File: src/rtl/sdrd_byte_assembler.sv
// ============================================================================
// Module   : sdrd_byte_assembler
// Purpose  : Assembles SDRD serial bits (LSB first) into words and buffers
//            them in a small FIFO drained by a valid/ready consumer.
// Options  : `define SDRD_PARITY_CHECK_EN adds a trailing odd-parity sample
//            per word and a parity_err pulse output.
// Revision : 1.0 - initial release
// ============================================================================
`default_nettype none

module sdrd_byte_assembler #(
   parameter int WIDTH        = 8,
   parameter int FIFO_DEPTH   = 4,
   parameter int IDLE_TIMEOUT = 255
) (
   input  logic                     clk,
   input  logic                     rst_n,
   input  logic                     sser_n,
   input  logic                     ba13,
   input  logic                     ba12,
   input  logic                     br_w,
   input  logic                     bus_strobe,
   input  logic                     sdrd,
   input  logic                     frame_clr,
   output logic [WIDTH-1:0]         out_data,
   output logic                     out_valid,
   input  logic                     out_ready,
`ifdef SDRD_PARITY_CHECK_EN
   output logic [$clog2(WIDTH+2)-1:0] bit_cnt,
   output logic                     parity_err,
`else
   output logic [$clog2(WIDTH+1)-1:0] bit_cnt,
`endif
   output logic                     overflow,
   output logic                     timeout_evt
);

`ifdef SDRD_PARITY_CHECK_EN
   localparam int CNT_W = $clog2(WIDTH + 2);
   localparam int C_LAST_IDX = WIDTH;
`else
   localparam int CNT_W = $clog2(WIDTH + 1);
   localparam int C_LAST_IDX = WIDTH - 1;
`endif
   localparam int AW = $clog2(FIFO_DEPTH);
   localparam logic [CNT_W-1:0] c_last   = CNT_W'(C_LAST_IDX);
   localparam logic [15:0]      c_to_m1  = 16'(IDLE_TIMEOUT - 1);
   localparam logic [15:0]      c_idle_max = 16'hFFFF;

   // ------------------------------------------------------------------------
   // Registers
   // ------------------------------------------------------------------------
   logic [WIDTH-1:0] r_shift;
   logic [CNT_W-1:0] r_bit_cnt;
   logic [15:0]      r_idle;
   logic [AW:0]      r_wr_ptr;
   logic [AW:0]      r_rd_ptr;
   logic [WIDTH-1:0] r_mem [FIFO_DEPTH];
   logic             r_overflow;
   logic             r_timeout;
`ifdef SDRD_PARITY_CHECK_EN
   logic             r_parity_err;
`endif

   // ------------------------------------------------------------------------
   // Combinational wires
   // ------------------------------------------------------------------------
   logic             w_sample;
   logic             w_partial;
   logic             w_complete;
   logic             w_idle_expire;
   logic [WIDTH-1:0] w_shifted;
   logic [WIDTH-1:0] w_word;
   logic [WIDTH-1:0] w_shift_nxt;
   logic [CNT_W-1:0] w_cnt_nxt;
   logic [15:0]      w_idle_nxt;
   logic             w_push;
   logic             w_pop;
   logic             w_full;
   logic             w_empty;
   logic             w_wr_ok;
   logic             w_par_bad;

   // sdrd is tri-stated outside a qualified security-chip read
   assign w_sample   = bus_strobe & ~sser_n & ~ba13 & ba12 & br_w;
   assign w_partial  = (r_bit_cnt != '0);
   assign w_complete = w_sample & (r_bit_cnt == c_last);
   assign w_shifted  = WIDTH'({sdrd, r_shift} >> 1);

   assign w_idle_expire = w_partial & ~w_sample & ~frame_clr & (r_idle == c_to_m1);

`ifdef SDRD_PARITY_CHECK_EN
   // Final sample is the parity bit; data bits are already in place
   assign w_word    = r_shift;
   assign w_par_bad = ~(^{sdrd, r_shift});
`else
   assign w_word    = w_shifted;
   assign w_par_bad = 1'b0;
`endif

   // ------------------------------------------------------------------------
   // Assembly next-state
   // ------------------------------------------------------------------------
   always_comb begin
      w_shift_nxt = r_shift;
      w_cnt_nxt   = r_bit_cnt;
      w_idle_nxt  = r_idle;
      w_push      = 1'b0;
      if (frame_clr) begin
         w_shift_nxt = '0;
         w_cnt_nxt   = '0;
         w_idle_nxt  = '0;
      end else if (w_sample) begin
         w_idle_nxt = '0;
         if (w_complete) begin
            w_push      = 1'b1;
            w_shift_nxt = '0;
            w_cnt_nxt   = '0;
         end else begin
            w_shift_nxt = w_shifted;
            w_cnt_nxt   = r_bit_cnt + 1'b1;
         end
      end else if (w_idle_expire) begin
         w_shift_nxt = '0;
         w_cnt_nxt   = '0;
         w_idle_nxt  = '0;
      end else if (w_partial && (r_idle != c_idle_max)) begin
         w_idle_nxt = r_idle + 1'b1;
      end
   end

   always_ff @(posedge clk or negedge rst_n) begin
      if (!rst_n) begin
         r_shift   <= '0;
         r_bit_cnt <= '0;
         r_idle    <= '0;
         r_timeout <= 1'b0;
      end else begin
         r_shift   <= w_shift_nxt;
         r_bit_cnt <= w_cnt_nxt;
         r_idle    <= w_idle_nxt;
         r_timeout <= w_idle_expire;
      end
   end

   // ------------------------------------------------------------------------
   // Completed-word FIFO (extra wrap bit distinguishes full from empty)
   // ------------------------------------------------------------------------
   assign w_empty = (r_wr_ptr == r_rd_ptr);
   assign w_full  = (r_wr_ptr[AW] != r_rd_ptr[AW]) &&
                    (r_wr_ptr[AW-1:0] == r_rd_ptr[AW-1:0]);
   assign w_pop   = ~w_empty & out_ready;
   // A same-cycle pop frees the slot for a push into a full FIFO
   assign w_wr_ok = w_push & (~w_full | w_pop);

   always_ff @(posedge clk or negedge rst_n) begin
      if (!rst_n) begin
         r_wr_ptr   <= '0;
         r_rd_ptr   <= '0;
         r_overflow <= 1'b0;
         for (int i = 0; i < FIFO_DEPTH; i++) begin
            r_mem[i] <= '0;
         end
      end else begin
         if (w_pop) begin
            r_rd_ptr <= r_rd_ptr + 1'b1;
         end
         if (w_wr_ok) begin
            r_mem[r_wr_ptr[AW-1:0]] <= w_word;
            r_wr_ptr                <= r_wr_ptr + 1'b1;
         end
         if (w_push && !w_wr_ok) begin
            r_overflow <= 1'b1;
         end
      end
   end

`ifdef SDRD_PARITY_CHECK_EN
   always_ff @(posedge clk or negedge rst_n) begin
      if (!rst_n) begin
         r_parity_err <= 1'b0;
      end else begin
         r_parity_err <= w_push & w_par_bad;
      end
   end
   assign parity_err = r_parity_err;
`else
   logic w_unused;
   assign w_unused = w_par_bad;
`endif

   // ------------------------------------------------------------------------
   // Outputs
   // ------------------------------------------------------------------------
   assign out_data    = r_mem[r_rd_ptr[AW-1:0]];
   assign out_valid   = ~w_empty;
   assign bit_cnt     = r_bit_cnt;
   assign overflow    = r_overflow;
   assign timeout_evt = r_timeout;

endmodule

`default_nettype wire

File: config.mk
export PLATFORM = sky130hd
export DESIGN_NAME = sdrd_byte_assembler
export DESIGN_NICKNAME = d
export VERILOG_FILES = /design/src/rtl/sdrd_byte_assembler.sv
export SDC_FILE = /design/constraint.sdc
export NUM_CORES = 1
export LEC_CHECK = 0
export CORE_UTILIZATION = 53
export CTS_CLUSTER_DIAMETER = 30
export DETAILED_ROUTE_END_ITERATION = 10
export HOLD_SLACK_MARGIN = 0.05
export PLACE_DENSITY = 0.76
export RECOVER_POWER = 25
export SLEW_MARGIN = 40
export SYNTH_ARGS = -nofsm -noshare
export SYNTH_HDL_FRONTEND = slang
export SYNTH_SLANG_ARGS = --single-unit
File: constraint.sdc
create_clock -name clk -period 2.2 [get_ports clk]
set_clock_uncertainty 0.2 [all_clocks]
set_input_delay 0.66 -clock clk [delete_from_list [all_inputs] [get_ports clk]]
set_output_delay 0.66 -clock clk [all_outputs]
set_load 0.02 [all_outputs]
==> flow_summary_export.csv, run 1 <==
group,metric,value,unit
floorplanning,core-area,6350,um2
finish,multi_input_area,1733,um2
synthesis,synth_mux_area_frac,0.1958,
global_routing,grt.total_usage,0.2362,
synthesis,ys_ff_latch,67,
timing,finalSetupViolCount,25,
hold_path,hold_end,"overflow",
timing,slew_violations,0,
drt,drt_wl_total,7.399,mm
power,p_total,2.778,mW
hold_path,min_from,"overflow",
global_routing,antenna_found_initial,0,
timing,slew_headroom,0.3940,
synthesis,synthXorXnorAreaFrac,0.01976,
timing,worst_slack,-0.2435,ns
synthesis,synthSimpleGateAreaFrac,0.1419,
finish,layout.area.seq,1679,um2
timing,fin_crit,2.443,ns
placed_design,dp.cells,408,
cts,numCtsBuffers,9,
flow_run,cap_violations,0,
floorplanning,die-area,6898,um2
synthesis,netlist_top_cells_count,"67 x dfrtp_1, 24 x mux2_4, 16 x nand2_1",
synthesis,synthFlopType,"dfrtp_1",
cts,clk_pin_slew,0.08,ns
critical_path,reg2regPathDepth,6,
synthesis,synth_area,3482,um2
critical_path,arrival,1.58,ns
finish,fill_cells,451,
drt,wl_per_cell,17.29,um
synthesis,synth_top_area_frac,0.4815,
synthesis,synth_edf_count,0,
floorplanning,die_x,83.06,um
cts,clock_sinks,67,
drt,drt_iter0_drc,84,
drt,ant_nets,0,
floorplanning,die_height,83.06,um
timing,rsz0062_at_grt,"true",
synthesis,synth_warnings,0,
synthesis,avgSynthCellArea,12.71,um2
finish,synthToLayoutAreaGrowth,26.41,%
power,power_density,631.1,nW/um2
critical_path,reg2reg_slack,-0.03,ns
timing,hold_violations,0,
cts,cts_tree,"built",
synthesis,yosysTopAreaCell,"dfrtp_1",
timing,holdWs,0.3026,ns
synthesis,synth_top_family_by_area,"multiplexers",
finish,antenna_cells,0,
synthesis,synth_top_cells_by_area,"dfrtp_1 48%, mux2_4 10%, mux4_1 6.0%",
hold_path,hold_path.class,"register to register",
synthesis,yosys.area_share.adder,0.03234,
timing,fmax,409.3,MHz
floorplanning,rows,29,
global_routing,busiest_layer,"met2",
power,p_leak,2.002,nW
drt,viasPerCell,5.846,
global_routing,grt_start_max_net_pins,68,
synthesis,async_flop_share,1.000,
global_routing,grt_use_met1,0.3163,
status,violations,"setup timing",
global_routing,grt_pass1_vias,2496,
drt,via_count,2502,
global_routing,grt_pass1_wl,12.74,mm
global_routing,use_met3,0.06163,
global_routing,grt_overflow_total,0,
timing,setup_tns,-2.248,ns
power,ir_drop,0.7164,mV
cts,htreeDepth,3,
floorplanning,start_util,0.5484,
synthesis,synthCells,274,
critical_path,cp_max_fo,8,
critical_path,rr_endpoint,"r_mem[8]",
timing,finalCritPeriodShare,1.111,
placed_design,portBuffers,24,
placed_design,place_hpwl,5.007,mm
cts,worstSkewPairLatency,0.34,ns
timing,worst_slew_pin_slew,0.9090,ns
synthesis,synth_compound_area_frac,0.09378,
hold_path,hold_path_depth,1,
critical_path,cp.required,1.34,ns
critical_path,reg2reg_from,"r_rd_ptr[0]",
status,status,"finished, violations left",
synthesis,yosysMostFrequentCell,"dfrtp_1",
drt,dr.pass1.iters,4,
drt,drc,0,
synthesis,synth_cell_types,49,
critical_path,worstSetupEndpointType,"primary output",
placed_design,pre_cts_ws,-0.6134,ns
finish,drive_above_1_share,0.3875,
synthesis,syn_nets,293,
floorplanning,io-pin-count,25,
finish,instances_no_fill,428,
global_routing,met2_usage,0.3793,
cts,root_buffer,"clkbuf_8",
critical_path,path_class,"register to primary output",
synthesis,ys_seq_area_frac,0.4815,
cts,cts_buffer_depth,2,
critical_path,critPathLaunchType,"register",
finish,layout.nets,365,
placed_design,gp_congestion,0.9492,
[placed cells by master, fill, tap and decap left out, types with 2 or more instances in the layout]
cell,n
buf_12,4
clkdlybuf4s50_1,2
a21oi_1,15
nor2_1,3
dlygate4sd2_1,10
buf_4,42
nor3_1,4
inv_1,9
dfrtp_2,2
or4_1,9
nand3_1,5
nand4_1,6
nor3b_1,2
xor2_1,2
xnor2_1,4
and3_4,3
and4_1,2
mux4_2,8
a22o_1,7
clkbuf_8,9
o31ai_1,8
buf_6,9
nor2b_1,2
mux2_4,24
nand2_1,16
nor4_1,5
inv_6,2
clkinvlp_4,3
mux2_2,9
dlymetal6s2s_1,2
or3_1,6
or4_4,2
dfrtp_1,65
o21ai_0,9
ha_1,9
nor4_2,2
[metrics by stage]
step           instance area, um2  utilization
2_1_floorplan                3516            -
3_3_place_gp                 4150       0.6536
3_5_place_dp                 4150       0.6536
4_1_cts                      4360       0.6867
5_1_grt                      4402       0.6932
6_report                     4402       0.6932
[worst max path at each step]
stage | slack, ns | start | endpoint
4_1_cts | -0.27 | r_rd_ptr[0] | out_data[1]
5_1_grt | -0.33 | r_rd_ptr[0] | out_data[1]
3_3_place_gp | -0.53 | ba13 | r_mem[7]
6_report | -0.24 | r_rd_ptr[0] | out_data[1]
2_1_floorplan | -0.03 | ba13 | r_mem[0]
3_5_place_dp | -0.61 | ba13 | r_mem[8]
[logic make-up (layout without fill, tap and decap cells)]
family | after synthesis | in the layout
fa+ha+maj | 9 | 9
compound gates | 50 | 50
xor+xnor | 7 | 7
buf+inv | 21 | 98
mux | 42 | 42
flops | 67 | 67
simple gates | 78 | 78
[registers in the layout, summed over array words and instances (netlist names)]
signal	cells
bit_cnt	4
r_idle	16
overflow	1
r_wr_ptr	3
r_shift	7
r_rd_ptr	3
timeout_evt	1
r_mem	32
[power by group]
| part | switching [mW] | internal [mW] | leakage, nW |
|---|---|---|---|
| combinational | 0.219 | 0.242 | 0.994 |
| sequential | 0.0283 | 1.26 | 0.916 |
| clock | 0.498 | 0.528 | 0.0923 |
| total | 0.746 | 2.03 | 2.00 |
[cell type report]
class | count | share of cell area
repair buffers | 72 | 0.1492
flip-flops and latches | 67 | 0.3815
clock buffers | 9 | 0.02814
multi-input cells | 186 | 0.3937
clock inverters | 7 | 0.01706
well taps | 77 | 0.02189
inverters | 10 | 0.008528
[layer usage]
| layer | share of wire | vias to the layer above |
|---|---|---|
| met5 | 0 | - |
| met4 | 0.013 | 0 |
| met3 | 0.036 | 9 |
| met2 | 0.50 | 53 |
| met1 | 0.45 | 1251 |
| li1 | - | 1189 |
[repair_timing]
item,4_1_cts,5_1_grt
buffers inserted,2,2
endpoints found under the setup margin,54,51
hold buffers,0,0
resized for setup,79,9
pin swaps,6,1
[worst max-delay path, cell delays in order, from the launching register on]
cell and delay (ns):
dfrtp_1 0.39, buf_8 0.16, mux4_2 0.53, buf_6 0.15
Power figures use the tool's default switching activity.
==> run 2: changes to the inputs <==
--- a/config.mk
+++ b/config.mk
@@ -5,6 +5,7 @@
 export SDC_FILE = /design/constraint.sdc
 export NUM_CORES = 1
 export LEC_CHECK = 0
+export CORE_ASPECT_RATIO = 0.8
 export CORE_UTILIZATION = 53
 export CTS_CLUSTER_DIAMETER = 30
 export DETAILED_ROUTE_END_ITERATION = 10
==> run 2 against run 1 <==
The flow still finishes with violations (setup timing). Worst setup slack worse by 0.060 ns. Largest power group unchanged. Design area up 4.9%. Critical endpoint is now out_data[5]. Combinational power up 3%. Critical path depth unchanged. Largest cell class unchanged.
==> flow_summary_export.csv, run 2 (synthesis results as in run 1) <==
group,metric,value,unit
finish,fill_cells,431,
cts,htreeDepth,3,
finish,largest_reg_flops,32,
drt,drc,0,
drt,drt_wl_total,8.651,mm
flow_run,cap_violations,0,
timing,slew_violations,0,
cts,clock_sinks,67,
drt,drt_iter0_drc,259,
power,swShare,0.2692,
floorplanning,rows,26,
cts,cts_tree,"built",
timing,worst_slew_pin_slew,1.457,ns
global_routing,grt_start_max_net_pins,68,
finish,final_cell_mix,"65 x dfrtp_1, 45 x buf_4, 27 x mux2_4, 16 x nand2_1",
global_routing,grt_pass1_wl,12.68,mm
power,power_frac_clock,0.407,
cts,worstSkewPairLatency,0.36,ns
power,p_comb_frac,0.160,
finish,reg.largest.list,"r_mem: 32 flops, r_idle: 16 flops, r_shift: 7 flops",
finish,drive_above_1_share,0.4262,
critical_path,path_class,"register to primary output",
cts,clk_pin_slew,0.09,ns
timing,rsz0062_at_grt,"true",
global_routing,grt_overflow_total,0,
drt,via_count,2662,
cts,root_buffer,"clkbuf_8",
status,violations,"setup timing",
critical_path,arrival,1.64,ns
critical_path,critPathLaunchType,"register",
power,power_frac_seq,0.433,
critical_path,cp.required,1.34,ns
floorplanning,die_height,74.50,um
drt,ant_nets,0,
global_routing,grt_pass1_vias,2468,
placed_design,portBuffers,24,
drt,dr.pass1.iters,5,
finish,antenna_cells,0,
status,status,"finished, violations left",
cts,numCtsBuffers,9,
cts,cts_buffer_depth,2,
critical_path,worstSetupEndpointType,"primary output",
finish,final_util,0.7245,
power,ir_drop,0.5113,mV
power,internal_power,2.175,mW
floorplanning,die-area,6900,um2
power,p_leak,2.108,nW
finish,layout.nets,373,
timing,slew_headroom,0.02849,
timing,worst_slack,-0.3032,ns
finish,synthToLayoutAreaGrowth,32.66,%
timing,finalCritPeriodShare,1.138,
power,power_density,644.2,nW/um2
floorplanning,start_util,0.5461,
timing,holdWs,0.3047,ns
drt,viasPerCell,6.009,
timing,hold_violations,0,
timing,finalSetupViolCount,54,
timing,fin_crit,2.503,ns
global_routing,antenna_found_initial,0,
drt,wl_per_cell,19.53,um
timing,fmax,399.5,MHz
power,p_sw,0.8012,mW
placed_design,place_hpwl,5.435,mm
placed_design,dp.cells,418,
placed_design,gp_congestion,0.9230,
global_routing,grt.total_usage,0.2481,
finish,regMostFlops,"r_mem",
floorplanning,core-area,6376,um2
finish,instances_no_fill,443,
cts,cts_hold_buf,0,
finish,mostFrequentLayoutCell,"dfrtp_1",
floorplanning,io-pin-count,25,
critical_path,cp_max_fo,10,
hold_path,hold_path.class,"register to register",
floorplanning,die_x,92.62,um
==> run 2: cell count changes in the layout (fill, tap and decap cells not counted), moves of 3 or more <==
| cell | change |
|---|---|
| a21oi_1 | -6 |
| a21oi_2 | +6 |
| buf_2 | +6 |
| buf_4 | +3 |
| buf_6 | -3 |
| mux2_2 | -3 |
| mux2_4 | +3 |
| mux4_1 | +4 |
| mux4_2 | -4 |
| o21ai_0 | -3 |
==> run 2: power by group through the flow <==
stage / registers (mW) / clock network (mW) / logic, mW
after global routing: 1.29 / 1.27 / 0.516
after global placement: 1.31 / 0 / 0.415
after detailed placement: 1.31 / 0 / 0.429
final: 1.29 / 1.21 / 0.475
after CTS: 1.29 / 1.23 / 0.454
after floorplan: 1.31 / 0 / 0.274
==> run 2: final timing paths <==
kind | cells past startpoint | slack [ns] | from | endpoint
worst max-delay path | 3 | -0.30 | r_rd_ptr[0] | out_data[5]
min in group asynchronous | 2 | 0.53 | rst_n | r_mem[14]
max in group asynchronous | 2 | 0.27 | rst_n | bit_cnt[0]
worst max register to register | 8 | -0.11 | bit_cnt[1] | r_idle[2]
worst min-delay path | 1 | 0.30 | r_rd_ptr[2] | r_rd_ptr[2]
worst min register to register | 1 | 0.30 | r_rd_ptr[2] | r_rd_ptr[2]
==> run 2: cell type report <==
type / count / area, um2 / share of cell area
multi-input combinational: 186 / 1827 / 0.3954
sequential: 67 / 1679 / 0.3635
timing repair buffer: 80 / 739.5 / 0.1601
clock buffer: 9 / 123.9 / 0.02681
clock inverter: 7 / 107.6 / 0.02329
tap: 84 / 105.1 / 0.02275
inverter: 10 / 37.54 / 0.008126
==> run 2: worst max-delay path: stages, from the launching register on <==
cell	delay (ns)
dfrtp_1	0.38
buf_12	0.15
mux4_1	0.56
buf_2	0.18
==> run 2: timing repair <==
item                                    CTS  global route
pin swaps                                 6             4
endpoints found under the hold margin     0             0
cloned                                    0             3
buffers inserted                          1             5
resized for setup                        56            41
endpoints found under the setup margin   56            53
==> run 2: per-stage QoR <==
step | TNS [ns] | area, um2 | setup slack, ns | power [mW]
floorplan | -0.5460 | 3516 | -0.02817 | 1.581
global placement | -25.96 | 4207 | -0.4676 | 1.729
detailed placement | -28.72 | 4207 | -0.5309 | 1.743
CTS | -2.790 | 4404 | -0.3165 | 2.975
global route | -6.837 | 4619 | -0.3473 | 3.084
finish | -4.465 | 4619 | -0.3032 | 2.976
==> run 2: routing by layer <==
layer | global-route usage | up-vias | share of wire
li1 | - | 1214 | -
met1 | 0.3543 | 1322 | 0.47
met2 | 0.3737 | 104 | 0.45
met3 | 0.06851 | 22 | 0.057
met4 | 0.07692 | 0 | 0.025
met5 | 0 | - | 0
==> run 3: changes to the inputs <==
--- a/config.mk
+++ b/config.mk
@@ -10,6 +10,7 @@
 export CTS_CLUSTER_DIAMETER = 30
 export DETAILED_ROUTE_END_ITERATION = 10
 export HOLD_SLACK_MARGIN = 0.05
+export MAX_ROUTING_LAYER = met4
 export PLACE_DENSITY = 0.76
 export RECOVER_POWER = 25
 export SLEW_MARGIN = 40
==> run 3 against run 2 <==
Critical path depth unchanged. Fmax up 0.21%. Via count down 0.38%. Count of clock-buffer cells in the layout unchanged. Critical path type unchanged. First-iteration DRC count down 27%. Critical endpoint is now out_data[2]. Global-route usage up 1.4 points. Hold slack better by 0.0028 ns. Flip-flop and latch count unchanged. The flow still finishes with violations (setup timing). Largest cell class unchanged. Largest power group unchanged. Register-to-register slack worse by 0.03 ns.
==> flow_summary_export.csv, run 3 (synthesis results as in run 1) <==
group,metric,value,unit
status,status,"finished, violations left",
status,violations,"setup timing",
timing,fin_crit,2.498,ns
floorplanning,rows,26,
placed_design,place_hpwl,5.619,mm
cts,htreeDepth,3,
placed_design,dp.cells,419,
drt,ant_nets,0,
power,power_density,630.2,nW/um2
critical_path,worstSetupEndpointType,"primary output",
finish,layout.nets,371,
timing,worst_slew_pin_slew,1.454,ns
power,internal_power,2.145,mW
floorplanning,die_height,74.50,um
cts,clock_sinks,67,
drt,drt_iter0_drc,188,
floorplanning,die_x,92.62,um
critical_path,critPathLaunchType,"register",
finish,mostFrequentLayoutCell,"dfrtp_1",
global_routing,antenna_found_initial,0,
critical_path,path_cells,"buf_12 -> mux4_1 -> buf_2",
power,p_leak,2.147,nW
cts,worstSkewPairLatency,0.34,ns
critical_path,reg2regPathDepth,8,
cts,cts_tree,"built",
timing,finalSetupViolCount,46,
finish,final_util,0.7251,
placed_design,portBuffers,24,
timing,worst_slack,-0.2980,ns
critical_path,cp_max_fo,11,
critical_path,cp.required,1.34,ns
power,ir_drop,0.4303,mV
global_routing,grt_start_max_net_pins,68,
drt,wl_per_cell,20.25,um
critical_path,rr_endpoint,"r_idle[13]",
hold_path,min_from,"r_mem[29]",
placed_design,gp_congestion,0.9692,
hold_path,hold_path.class,"register to register",
global_routing,grt.total_usage,0.2616,
timing,slew_headroom,0.03037,
finish,layout.area.seq,1679,um2
critical_path,reg2reg_slack,-0.14,ns
cts,numCtsBuffers,9,
cts,cts_hold_buf,0,
finish,drive_above_1_share,0.4230,
drt,drc,0,
floorplanning,io-pin-count,25,
hold_path,hold_end,"r_mem[29]",
finish,final_cell_mix,"65 x dfrtp_1, 44 x buf_4, 32 x mux2_4, 16 x nand2_1",
placed_design,placed_cell_area,4214,um2
power,power_frac_clock,0.398,
cts,cts_buffer_depth,2,
timing,finalCritPeriodShare,1.135,
drt,viasPerCell,6.014,
drt,drt_wl_total,8.930,mm
power,swShare,0.2639,
drt,via_count,2652,
timing,holdWs,0.3075,ns
cts,root_buffer,"clkbuf_8",
global_routing,grt_pass1_vias,2530,
power,p_sw,0.7688,mW
drt,dr.pass1.iters,4,
critical_path,worst_path_max_delay_cell,"mux4_1",
floorplanning,core-area,6376,um2
finish,synthToLayoutAreaGrowth,32.77,%
finish,regMostFlops,"r_mem",
finish,reg.largest.list,"r_mem: 32 flops, r_idle: 16 flops, r_shift: 7 flops",
finish,multi_input_area,1879,um2
power,p_comb_frac,0.158,
floorplanning,start_util,0.5461,
global_routing,grt_overflow_total,0,
critical_path,cpPeakStageDelay,0.57,ns
cts,clk_pin_slew,0.08,ns
critical_path,reg2reg_from,"bit_cnt[1]",
global_routing,grt_pass1_wl,12.92,mm
finish,fill_cells,421,
finish,final_cell_area,4623,um2
timing,setup_tns,-4.527,ns
critical_path,path_class,"register to primary output",
finish,antenna_cells,0,
power,power_frac_seq,0.444,
finish,largest_reg_flops,32,
flow_run,cap_violations,0,
floorplanning,die-area,6900,um2
hold_path,hold_path_depth,1,
timing,fmax,400.3,MHz
finish,instances_no_fill,441,
timing,rsz0062_at_grt,"true",
critical_path,arrival,1.64,ns
timing,slew_violations,0,
timing,hold_violations,0,
[run 3: changes by cell type in the layout (fill, tap and decap cells not counted), moves of 3 or more]
cell	previous run	this run
mux4_2	4	1
mux2_4	27	32
mux2_2	6	1
dlygate4sd2_1	9	6
mux4_1	4	7
clkinv_4	0	3
[run 3: worst max-delay path by stage]
stage | from | endpoint | slack [ns] | cells after the start
6_report | r_rd_ptr[0] | out_data[2] | -0.30 | 3
2_1_floorplan | ba13 | r_mem[0] | -0.03 | 5
3_5_place_dp | ba13 | r_mem[5] | -0.59 | 6
3_3_place_gp | ba13 | r_mem[6] | -0.54 | 6
4_1_cts | r_rd_ptr[0] | out_data[2] | -0.32 | 3
5_1_grt | r_rd_ptr[0] | out_data[2] | -0.35 | 3
[run 3: stage by stage]
stage | worst slack (ns) | total power [mW]
5_1_grt | -0.3457 | 3.021
4_1_cts | -0.3199 | 2.903
2_1_floorplan | -0.02817 | 1.581
3_3_place_gp | -0.5356 | 1.731
3_5_place_dp | -0.5897 | 1.744
6_report | -0.2980 | 2.913
[run 3: critical path, delay by kind of cell (launching register included)]
kind                   cells  cell delay, ns
multiplexers               1            0.57
buffers and inverters      2            0.34
flip-flops                 1            0.38
[run 3: cell type report]
type	count	area share
Clock inverter	7	0.02165
Sequential cell	67	0.3632
Tap cell	84	0.02273
Timing Repair Buffer	78	0.1510
Clock buffer	9	0.02679
Inverter	10	0.008119
Multi-Input combinational cell	186	0.4065
[run 3: repair_timing]
action,in CTS,in global routing
setup endpoints to repair,51,48
pin swaps,6,5
cloned,0,2
gates resized for setup,58,46
buffers inserted,1,4
[run 3: routing by layer]
metal / wire length (um) / global-route usage / vias to the layer above
met5: 0 / - / -
met4: 127 / 0.06838 / 0
met3: 538 / 0.07055 / 14
met2: 4328 / 0.4058 / 88
met1: 3935 / 0.3444 / 1342
li1: - / - / 1208
[run 3: power groups by stage]
stage	Sequential, mW	Clock [mW]	Combinational (mW)
final	1.29	1.16	0.461
after global routing	1.30	1.22	0.503
after CTS	1.29	1.17	0.440
after detailed placement	1.32	0	0.428
after global placement	1.31	0	0.416
after floorplan	1.31	0	0.274
